## src/rtl/seg7_scan_driver.sv

```systemverilog
// Time-multiplexed, double-buffered driver for an 8-digit active-low seven-segment display.
// Optional build macro LEADING_ZERO_BLANK_EN blanks leading zero digits (digit 0 always shown).
module seg7_scan_driver #(
  parameter int CLK_DIV   = 100000,
  parameter int BLANK_CYC = 2000
) (
  input  logic        CLK100MHZ,
  input  logic        RESET,
  input  logic [31:0] DATA,
  input  logic [7:0]  DP_IN,
  input  logic [7:0]  DIG_EN,
  input  logic        LOAD,
  output logic        PENDING,
  output logic        FRAME,
  output logic        CA,
  output logic        CB,
  output logic        CC,
  output logic        CD,
  output logic        CE,
  output logic        CF,
  output logic        CG,
  output logic        DP,
  output logic [7:0]  AN
);

  localparam int CNT_W = $clog2(CLK_DIV);
  localparam logic [CNT_W-1:0] CNT_LAST  = CNT_W'(CLK_DIV - 1);
  localparam logic [CNT_W-1:0] BLANK_END = CNT_W'(BLANK_CYC);

  logic [CNT_W-1:0] cnt_q, cnt_d;
  logic [2:0]       idx_q, idx_d;
  logic             frame_q, frame_d;
  logic             pend_flag_q, pend_flag_d;
  logic [31:0]      pend_data_q, pend_data_d;
  logic [7:0]       pend_dp_q, pend_dp_d;
  logic [7:0]       pend_en_q, pend_en_d;
  logic [31:0]      act_data_q, act_data_d;
  logic [7:0]       act_dp_q, act_dp_d;
  logic [7:0]       act_en_q, act_en_d;
  logic [7:0]       an_q, an_d;
  logic [6:0]       seg_q, seg_d;
  logic             dp_q, dp_d;

  logic             tick;
  logic             boundary;
  logic [3:0]       nib;
  logic [7:0]       lz_mask;
  logic             lit;

  function automatic logic [6:0] seg_decode(input logic [3:0] val);
    logic [6:0] s;
    case (val)
      4'h0: s = 7'h40;  4'h1: s = 7'h79;  4'h2: s = 7'h24;  4'h3: s = 7'h30;
      4'h4: s = 7'h19;  4'h5: s = 7'h12;  4'h6: s = 7'h02;  4'h7: s = 7'h78;
      4'h8: s = 7'h00;  4'h9: s = 7'h10;  4'hA: s = 7'h08;  4'hB: s = 7'h03;
      4'hC: s = 7'h46;  4'hD: s = 7'h21;  4'hE: s = 7'h06;  default: s = 7'h0E;
    endcase
    return s;
  endfunction

  assign tick     = (cnt_q == CNT_LAST);
  assign boundary = tick && (idx_q == 3'd7);

  always_comb begin
    cnt_d   = tick ? '0 : cnt_q + CNT_W'(1);
    idx_d   = tick ? idx_q + 3'd1 : idx_q;
    frame_d = boundary;
  end

  // A LOAD on the boundary bypasses the pending stage so it lands in the frame that starts now.
  always_comb begin
    pend_flag_d = pend_flag_q;
    pend_data_d = pend_data_q;
    pend_dp_d   = pend_dp_q;
    pend_en_d   = pend_en_q;
    act_data_d  = act_data_q;
    act_dp_d    = act_dp_q;
    act_en_d    = act_en_q;
    if (boundary && LOAD) begin
      act_data_d  = DATA;
      act_dp_d    = DP_IN;
      act_en_d    = DIG_EN;
      pend_flag_d = 1'b0;
    end else if (boundary && pend_flag_q) begin
      act_data_d  = pend_data_q;
      act_dp_d    = pend_dp_q;
      act_en_d    = pend_en_q;
      pend_flag_d = 1'b0;
    end else if (LOAD) begin
      pend_data_d = DATA;
      pend_dp_d   = DP_IN;
      pend_en_d   = DIG_EN;
      pend_flag_d = 1'b1;
    end
  end

  always_comb begin
    lz_mask = '0;
`ifdef LEADING_ZERO_BLANK_EN
    begin
      logic zero_above;
      zero_above = 1'b1;
      for (int n = 7; n >= 1; n--) begin
        zero_above = zero_above & (act_data_q[4*n +: 4] == 4'h0);
        lz_mask[n] = zero_above;
      end
    end
`endif
  end

  assign nib = act_data_q[{idx_q, 2'b00} +: 4];
  assign lit = (cnt_q >= BLANK_END) && act_en_q[idx_q] && !lz_mask[idx_q];

  always_comb begin
    an_d  = 8'hFF;
    seg_d = 7'h7F;
    dp_d  = 1'b1;
    if (lit) begin
      an_d  = ~(8'h01 << idx_q);
      seg_d = seg_decode(nib);
      dp_d  = ~act_dp_q[idx_q];
    end
  end

  always_ff @(posedge CLK100MHZ or posedge RESET) begin
    if (RESET) begin
      cnt_q       <= '0;
      idx_q       <= '0;
      frame_q     <= 1'b0;
      pend_flag_q <= 1'b0;
      pend_data_q <= '0;
      pend_dp_q   <= '0;
      pend_en_q   <= '0;
      act_data_q  <= '0;
      act_dp_q    <= '0;
      act_en_q    <= '0;
      an_q        <= 8'hFF;
      seg_q       <= 7'h7F;
      dp_q        <= 1'b1;
    end else begin
      cnt_q       <= cnt_d;
      idx_q       <= idx_d;
      frame_q     <= frame_d;
      pend_flag_q <= pend_flag_d;
      pend_data_q <= pend_data_d;
      pend_dp_q   <= pend_dp_d;
      pend_en_q   <= pend_en_d;
      act_data_q  <= act_data_d;
      act_dp_q    <= act_dp_d;
      act_en_q    <= act_en_d;
      an_q        <= an_d;
      seg_q       <= seg_d;
      dp_q        <= dp_d;
    end
  end

  assign AN      = an_q;
  assign {CG, CF, CE, CD, CC, CB, CA} = seg_q;
  assign DP      = dp_q;
  assign PENDING = pend_flag_q;
  assign FRAME   = frame_q;

endmodule
```

## config.mk

```make
export PLATFORM = sky130hd
export DESIGN_NAME = seg7_scan_driver
export DESIGN_NICKNAME = d
export VERILOG_FILES = /design/src/rtl/seg7_scan_driver.sv
export SDC_FILE = /design/constraint.sdc
export NUM_CORES = 1
export LEC_CHECK = 0
export ABC_AREA = 0
export CAP_MARGIN = 20
export CORE_ASPECT_RATIO = 0.6
export CORE_UTILIZATION = 56
export DETAILED_ROUTE_END_ITERATION = 12
export PLACE_DENSITY = 0.88
export SKIP_CTS_REPAIR_TIMING = 1
export SLEW_MARGIN = 40
export SYNTH_ARGS = -nofsm -noshare
export SYNTH_HDL_FRONTEND = slang
export SYNTH_SLANG_ARGS = --single-unit
```

## constraint.sdc

```tcl
create_clock -name CLK100MHZ -period 5.43 [get_ports CLK100MHZ]
set_input_delay 0.543 -clock CLK100MHZ [delete_from_list [all_inputs] [get_ports CLK100MHZ]]
set_output_delay 0.543 -clock CLK100MHZ [all_outputs]
set_load 0.01 [all_outputs]
```

==> metrics.md, run 1 <==
| Metric | Value |
|---|---|
| Status | `finished clean` |
| Seq pwr share | `42.7%` |
| Post-DP HPWL | `8340 um` |
| Most instantiated library cell after synthesis | `dfrtp_1` |
| Syn Inst Count | `517` |
| Synthesized area | `slightly above 6000 um2` |
| Lkg Pwr | `0.00318 uW` |
| Fmax | `around 0.32 GHz` |
| Die Wd | `137 um` |
| Reg clk slew, reported paths | `60 ps` |
| Netlist cell types | `51` |
| 1st-iter DRT viols | `approximately 390` |
| Critical path type | `register to register` |
| Area grow syn2layout | `22.7%` |
| Clock skew | `8.99 ps` |
| Num ports | `69` |
| Vias in the first global route | `4501` |
| Setup crit end kind | `register` |
| Initial antenna violation count | `0` |
| Filler cell count | `696` |
| Core Rows | `29` |
| Period minus WS final | `a little over 3000 ps` |
| Required @ worst endpoint | `5730 ps` |
| Antenna diode count | `0` |
| Multi-input logic area | `2500 um2` |
| Core ar. | `10600 um2` |
| Synthesized net count | `slightly below 600` |
| Post-synthesis sequential area ratio | `55.3%` |
| Total gr overflow | `0` |
| First-pass GRT wire length | `22000 um` |
| Routed WL | `approximately 13000 um` |
| HP Class | `register to register` |
| CP Launch Type | `register` |
| Clock Path Buffers | `2` |
| Hold Path Origin | `act_data_q[0]$_DFFE_PP0P_` |
| Yosys warning total | `0` |
| Cell taking the most area after synthesis | `dfrtp_1` |
| DR WL/cell | `18.0 um` |
| Placer Congestion | `between 0.8 and 0.9` |
| Synth top area share | `48.4%` |
| Max-cap viol count | `0` |
| Total vias in the final route | `4299` |
| Clk pwr share | `51.4%` |
| Die Y-Extent | `82.8 um` |
| Vias per cell | `5.88` |
| Dpl ws | `2450 ps` |
| Sequential cell area | `around 3400 um2` |
| Final WS setup | `2330 ps` |
| Layout cells sized above 1 | `a little over a fifth` |
| Antenna viol nets, final | `0` |
| GRT Util Overall | `around a quarter` |
| Final setup violation count | `0` |
| Int Pwr | `1950 uW` |
| # port buffers | `68` |
| Synth top cells by count | `dfrtp_1 (118), nand2_1 (72), mux2_2 (50)` |
| CP Max Fanout | `31` |
| H-tree Lvls | `4` |
| Pwr dens | `330 nW/um2` |
| Sw power | `513 uW` |
| Die ar. | `11300 um2` |
| Max VDD drop | `328 uV` |
| Async set-or-reset flop fraction in the synthesized netlist | `100%` |
| Syn_area_per_cell | `11.8 um2` |
| Data arrival, critical path | `3400 ps` |
| Crit path launch | `idx_q[1]$_DFFE_PP0N_` |
| Total CTS buffers | `17` |
| Initial Util | `a little under three fifths` |
| CTS tree | `done` |
| DRC Markers | `0` |
| Top_reg_cell synth | `dfrtp_1` |
| RSZ-0062 raised after global routing | `no` |
| Clk sink count | `134` |
| Placed cells | `698` |
| Combinational fraction of design power | `5.8%` |
| Fin crit share | `57.2%` |
| Clock latency on the worst-skew pair | `between 400 and 500 ps` |
| Pin count of the biggest net entering global routing | `a little under 100` |
| Cell Count, Final, Fillers Out | `731` |
| Fin Setup TNS | `0 ps` |
| Worst r2r src | `idx_q[1]$_DFFE_PP0N_` |
| Sw frac | `20.8%` |
| Yosys reg bits | `roughly 130` |
| Nets | `between 600 and 700` |
| Worst Max-Slew Pin Slew | `approximately 800 ps` |
| Worst relative slew slack | `46.6%` |
| Pins over their slew limit | `0` |
| Post-synth EDFFs | `0` |
| DR pass1 iterations | `4` |
| Top post-synthesis cells by area | `dfrtp_1 (48%), mux2_2 (9.2%), dfstp_2 (6.9%)` |
| Hold Fails Final Rpt | `0` |
| Root Buffer | `clkbuf_16` |
## critical path, stage by stage (launching register included)
cell and delay [ps]:
dfrtp_1 790, ha_1 320, ha_1 230, nand2_1 160
o21ai_4 560, buf_4 500, mux2_2 400
## cell type report
class / count / share of cell area, %
sequential: 134 / 45.1
clock inverter: 12 / 2.64
inverter: 12 / 0.669
multi-input combinational: 339 / 33.4
timing repair buffer: 75 / 9.77
clock buffer: 20 / 6.10
tap: 139 / 2.32
## cells by family (layout without fill, tap and decap cells)
family / after synthesis / in the layout / synth area share [%]
compound gates: 117 / 117 / 11.5
xor+xnor: 16 / 16 / 2.30
fa+ha+maj: 13 / 13 / 2.67
buf+inv: 44 / 119 / 3.92
flops: 134 / 134 / 55.3
mux: 69 / 69 / 14.9
simple gates: 124 / 124 / 9.40
## registers in the layout, indices dropped and copies added (netlist names)
register     cells
act_data_q      32
pend_data_q     32
cnt_q           17
AN               8
act_dp_q         8
act_en_q         8
pend_dp_q        8
pend_en_q        8
seg_q            7
idx_q            3
DP               1
FRAME            1
PENDING          1
## power groups by stage
| stage | logic (uW) | registers [uW] | clock network [uW] |
|---|---|---|---|
| after floorplan | 83.4 | 1070 | 0 |
| after global placement | 138 | 1070 | 0 |
| after detailed placement | 144 | 1070 | 0 |
| after CTS | 145 | 1050 | 1280 |
| after global routing | 158 | 1060 | 1340 |
| final | 144 | 1050 | 1270 |
## path summary, 6_finish.rpt
kind / endpoint / slack (ps) / cells after the start
max in group asynchronous: pend_data_q[5]$_DFFE_PP0P_ / 3710 / 3
max: pend_data_q[8]$_DFFE_PP0P_ / 2330 / 6
min in group asynchronous: act_en_q[0]$_DFFE_PP0P_ / 640 / 2
min: act_data_q[0]$_DFFE_PP0P_ / 480 / 2
min reg2reg: act_data_q[0]$_DFFE_PP0P_ / 480 / 2
max reg2reg: pend_data_q[8]$_DFFE_PP0P_ / 2330 / 6
## metrics by stage
step                util (%)  cell area [um2]  hold slack [ps]  power (uW)
CTS                     70.6             7480              481        2480
global route            70.6             7480              501        2550
finish                  70.6             7480              476        2470
floorplan                  -             6100              441        1150
global placement        64.4             6820              457        1210
detailed placement      64.4             6820              468        1210
## layer usage
metal	up-vias	global-route usage (%)	share of wire, %
met2	154	40.7	48
met4	0	7.98	1.9
met5	-	0	0
li1	1982	-	-
met1	2142	34.1	44
met3	21	9.10	6.7
## layout by cell type (no fill, tap or decap), types with 8 or more instances in the layout
master	netlist	routed
clkbuf_16	0	17
o22ai_1	49	49
dfstp_2	16	16
xor2_1	10	10
nand3_1	8	8
mux4_2	8	8
ha_1	13	13
nor2_1	15	15
inv_1	11	10
mux2_2	50	50
nand2_1	72	72
o21ai_0	46	46
dfrtp_1	118	118
clkdlybuf4s50_1	0	68
Note: power is estimated with default switching activity, not from simulation.
==> run 2: changes to the inputs <==
==> constraint.sdc (replaced) <==
create_clock -name CLK100MHZ -period 3.12 [get_ports CLK100MHZ]
set_input_delay 0.312 -clock CLK100MHZ [delete_from_list [all_inputs] [get_ports CLK100MHZ]]
set_output_delay 0.312 -clock CLK100MHZ [all_outputs]
set_load 0.01 [all_outputs]
==> run 2 against run 1 <==
Net effect:
- worst setup slack lost 1900 ps
- clock power rose by 61%
- first-iteration DRC count is 16% lower
- final cell count is 0.41% higher
- sequential share of layout area fell by 0.20 points
- design area grew 0.45%
- die area stayed put
- critical path type unchanged
==> metrics.md, run 2 (synthesized netlist as in run 1, its figures left out) <==
| Metric | Value |
|---|---|
| Die ar. | `11300 um2 (unchanged)` |
| Commonest non-fill, non-tap cell in the layout | `dfrtp_1` |
| Clk sink count | `134 (unchanged)` |
| CP Max Fanout | `8 (-74%)` |
| Max VDD drop | `476 uV (+45%)` |
| Reg clk slew, reported paths | `60 ps (about the same)` |
| Area grow syn2layout | `23.3%` |
| Most frequent cells in the layout | `dfrtp_1 (118), nand2_1 (72), clkdlybuf4s50_1 (68)` |
| Pins over their slew limit | `0 (unchanged)` |
| Worst path max stage delay | `620 ps (-170 ps)` |
| Antenna diode count | `0 (unchanged)` |
| Worst Max-Slew Pin Slew | `659 ps (-143 ps)` |
| Required @ worst endpoint | `3430 ps (-2300 ps)` |
| Core Rows | `29 (unchanged)` |
| DRC Markers | `0 (unchanged)` |
| First-pass GRT wire length | `22000 um (about the same)` |
| H-tree Lvls | `4 (unchanged)` |
| Num ports | `69 (unchanged)` |
| Sw power | `921 uW (+80%)` |
| Data arrival, critical path | `2960 ps (-440 ps)` |
| Setup crit end kind | `register` |
| Fin crit share | `84.9% (+28 points)` |
| GRT met3 Usage | `6.84% (-2.3 points)` |
| Met2 usage | `39.8% (-0.83 points)` |
| DR WL/cell | `18.2 um (+1.1%)` |
| RSZ-0062 raised after global routing | `no` |
| Initial Util | `57.5% (unchanged)` |
| GRT Util Overall | `25.8% (-0.16 points)` |
| Combinational fraction of design power | `6.3% (+0.5 points)` |
| Clock skew | `11.5 ps (+2.47 ps)` |
| Vias in the first global route | `4376 (-2.8%)` |
| CP top delay family | `multiplexers` |
| Worst relative slew slack | `56.1% (+9.5 points)` |
| Seq pwr share | `44.4% (+1.7 points)` |
| DR pass1 iterations | `5 (+1)` |
| Critical-path cell list | `mux4_1 -> mux2i_1 -> inv_1 -> ha_1 -> a211oi_1 -> o21ai_1` |
| Largest regs | `act_data_q x32, pend_data_q x32, cnt_q x17` |
| Slowest-stage cell, CP | `dfrtp_1` |
| Critical path type | `register to register` |
| Max-cap viol count | `0 (unchanged)` |
| CP Launch Type | `register` |
| CP Buf/Inv Count | `1 (unchanged)` |
| Nets | `646 (+0.47%)` |
| Final setup violation count | `0 (unchanged)` |
| Fmax | `0.377 GHz (+17%)` |
| Initial antenna violation count | `0 (unchanged)` |
| Hold Fails Final Rpt | `0 (unchanged)` |
| Clock latency on the worst-skew pair | `420 ps (about the same)` |
| Die Wd | `137 um (unchanged)` |
| Pwr dens | `550 nW/um2 (+67%)` |
| Die Y-Extent | `82.8 um (unchanged)` |
| Antenna viol nets, final | `0 (unchanged)` |
| Total vias in the final route | `4353 (+1.3%)` |
| Layout cells sized above 1 | `21.5% (+0.57 points)` |
| Lkg Pwr | `0.00318 uW (about the same)` |
| Pin count of the biggest net entering global routing | `97 (unchanged)` |
| HP Class | `input pin to asynchronous set/reset pin` |
| Total gr overflow | `0 (unchanged)` |
| Overall power | `4130 uW (+68%)` |
| Total CTS buffers | `17 (unchanged)` |
| Int Pwr | `3210 uW (+64%)` |
| Clock Path Buffers | `2 (unchanged)` |
| Final Util | `70.9% (+0.32 points)` |
| 1st-iter DRT viols | `331 (-16%)` |
| Vias per cell | `5.93 (+0.84%)` |
| Root Buffer | `clkbuf_16` |
| Status | `finished clean` |
| Top Usage Layer GRT | `met2` |
| Placer Congestion | `1.03 (+16%)` |
| Clk pwr share | `49.3% (-2.1 points)` |
| Routed WL | `13400 um (+1.5%)` |
| Sw frac | `22.3% (+1.5 points)` |
| Fin Setup TNS | `0 ps (unchanged)` |
| CTS tree | `done` |
| # port buffers | `68 (unchanged)` |
| Post-DP HPWL | `8900 um (+6.7%)` |
| Period minus WS final | `2650 ps (-455 ps)` |
| Core ar. | `10600 um2 (unchanged)` |
| Met1 capacity usage during global routing | `35.9% (+1.8 points)` |
[run 2: path summary, 6_finish.rpt]
kind	endpoint	from	depth (start not counted)	slack, ps
max	seg_q[3]$_DFF_PP1_	idx_q[0]$_DFFE_PP0N_	6	470
min	pend_en_q[0]$_DFFE_PP0P_	RESET	2	200
max reg2reg	seg_q[3]$_DFF_PP1_	idx_q[0]$_DFFE_PP0N_	6	470
min reg2reg	act_data_q[25]$_DFFE_PP0P_	act_data_q[25]$_DFFE_PP0P_	2	480
max in group asynchronous	pend_en_q[6]$_DFFE_PP0P_	RESET	3	2270
min in group CLK100MHZ	act_data_q[25]$_DFFE_PP0P_	act_data_q[25]$_DFFE_PP0P_	2	480
[run 2: per-layer routing]
metal / share of wire, % / routed length (um)
met5: 0 / 0
met2: 48 / 6360
met4: 1.2 / 166
met3: 5.8 / 770
met1: 45 / 6070
[run 2: layout make-up]
cell class / count / area [um2]
tap: 139 / 174
clock buffer: 18 / 429
multi-input combinational: 339 / 2500
timing repair buffer: 78 / 816
sequential: 134 / 3370
inverter: 12 / 48.8
clock inverter: 14 / 175
fill: 701 / 3080
[run 2: power by group through the flow]
stage               combinational, uW  sequential (uW)  clock [uW]
finish                            260             1840        2040
global route                      284             1840        2150
CTS                               260             1830        2060
detailed placement                258             1860           0
global placement                  246             1860           0
floorplan                         145             1850           0
[run 2: per-stage QoR]
step,hold slack (ps),cells,setup slack (ps),cell area [um2]
finish,196,734,471,7510
floorplan,441,517,958,6100
global placement,458,700,756,6890
CTS,396,732,542,7490
detailed placement,466,700,578,6890
global route,200,734,333,7510
[run 2: worst register-to-register path: stages (launching register included)]
cell and delay (ps):
dfrtp_1 620, mux4_1 620, mux2i_1 440, inv_1 180
ha_1 290, a211oi_1 280, o21ai_1 120
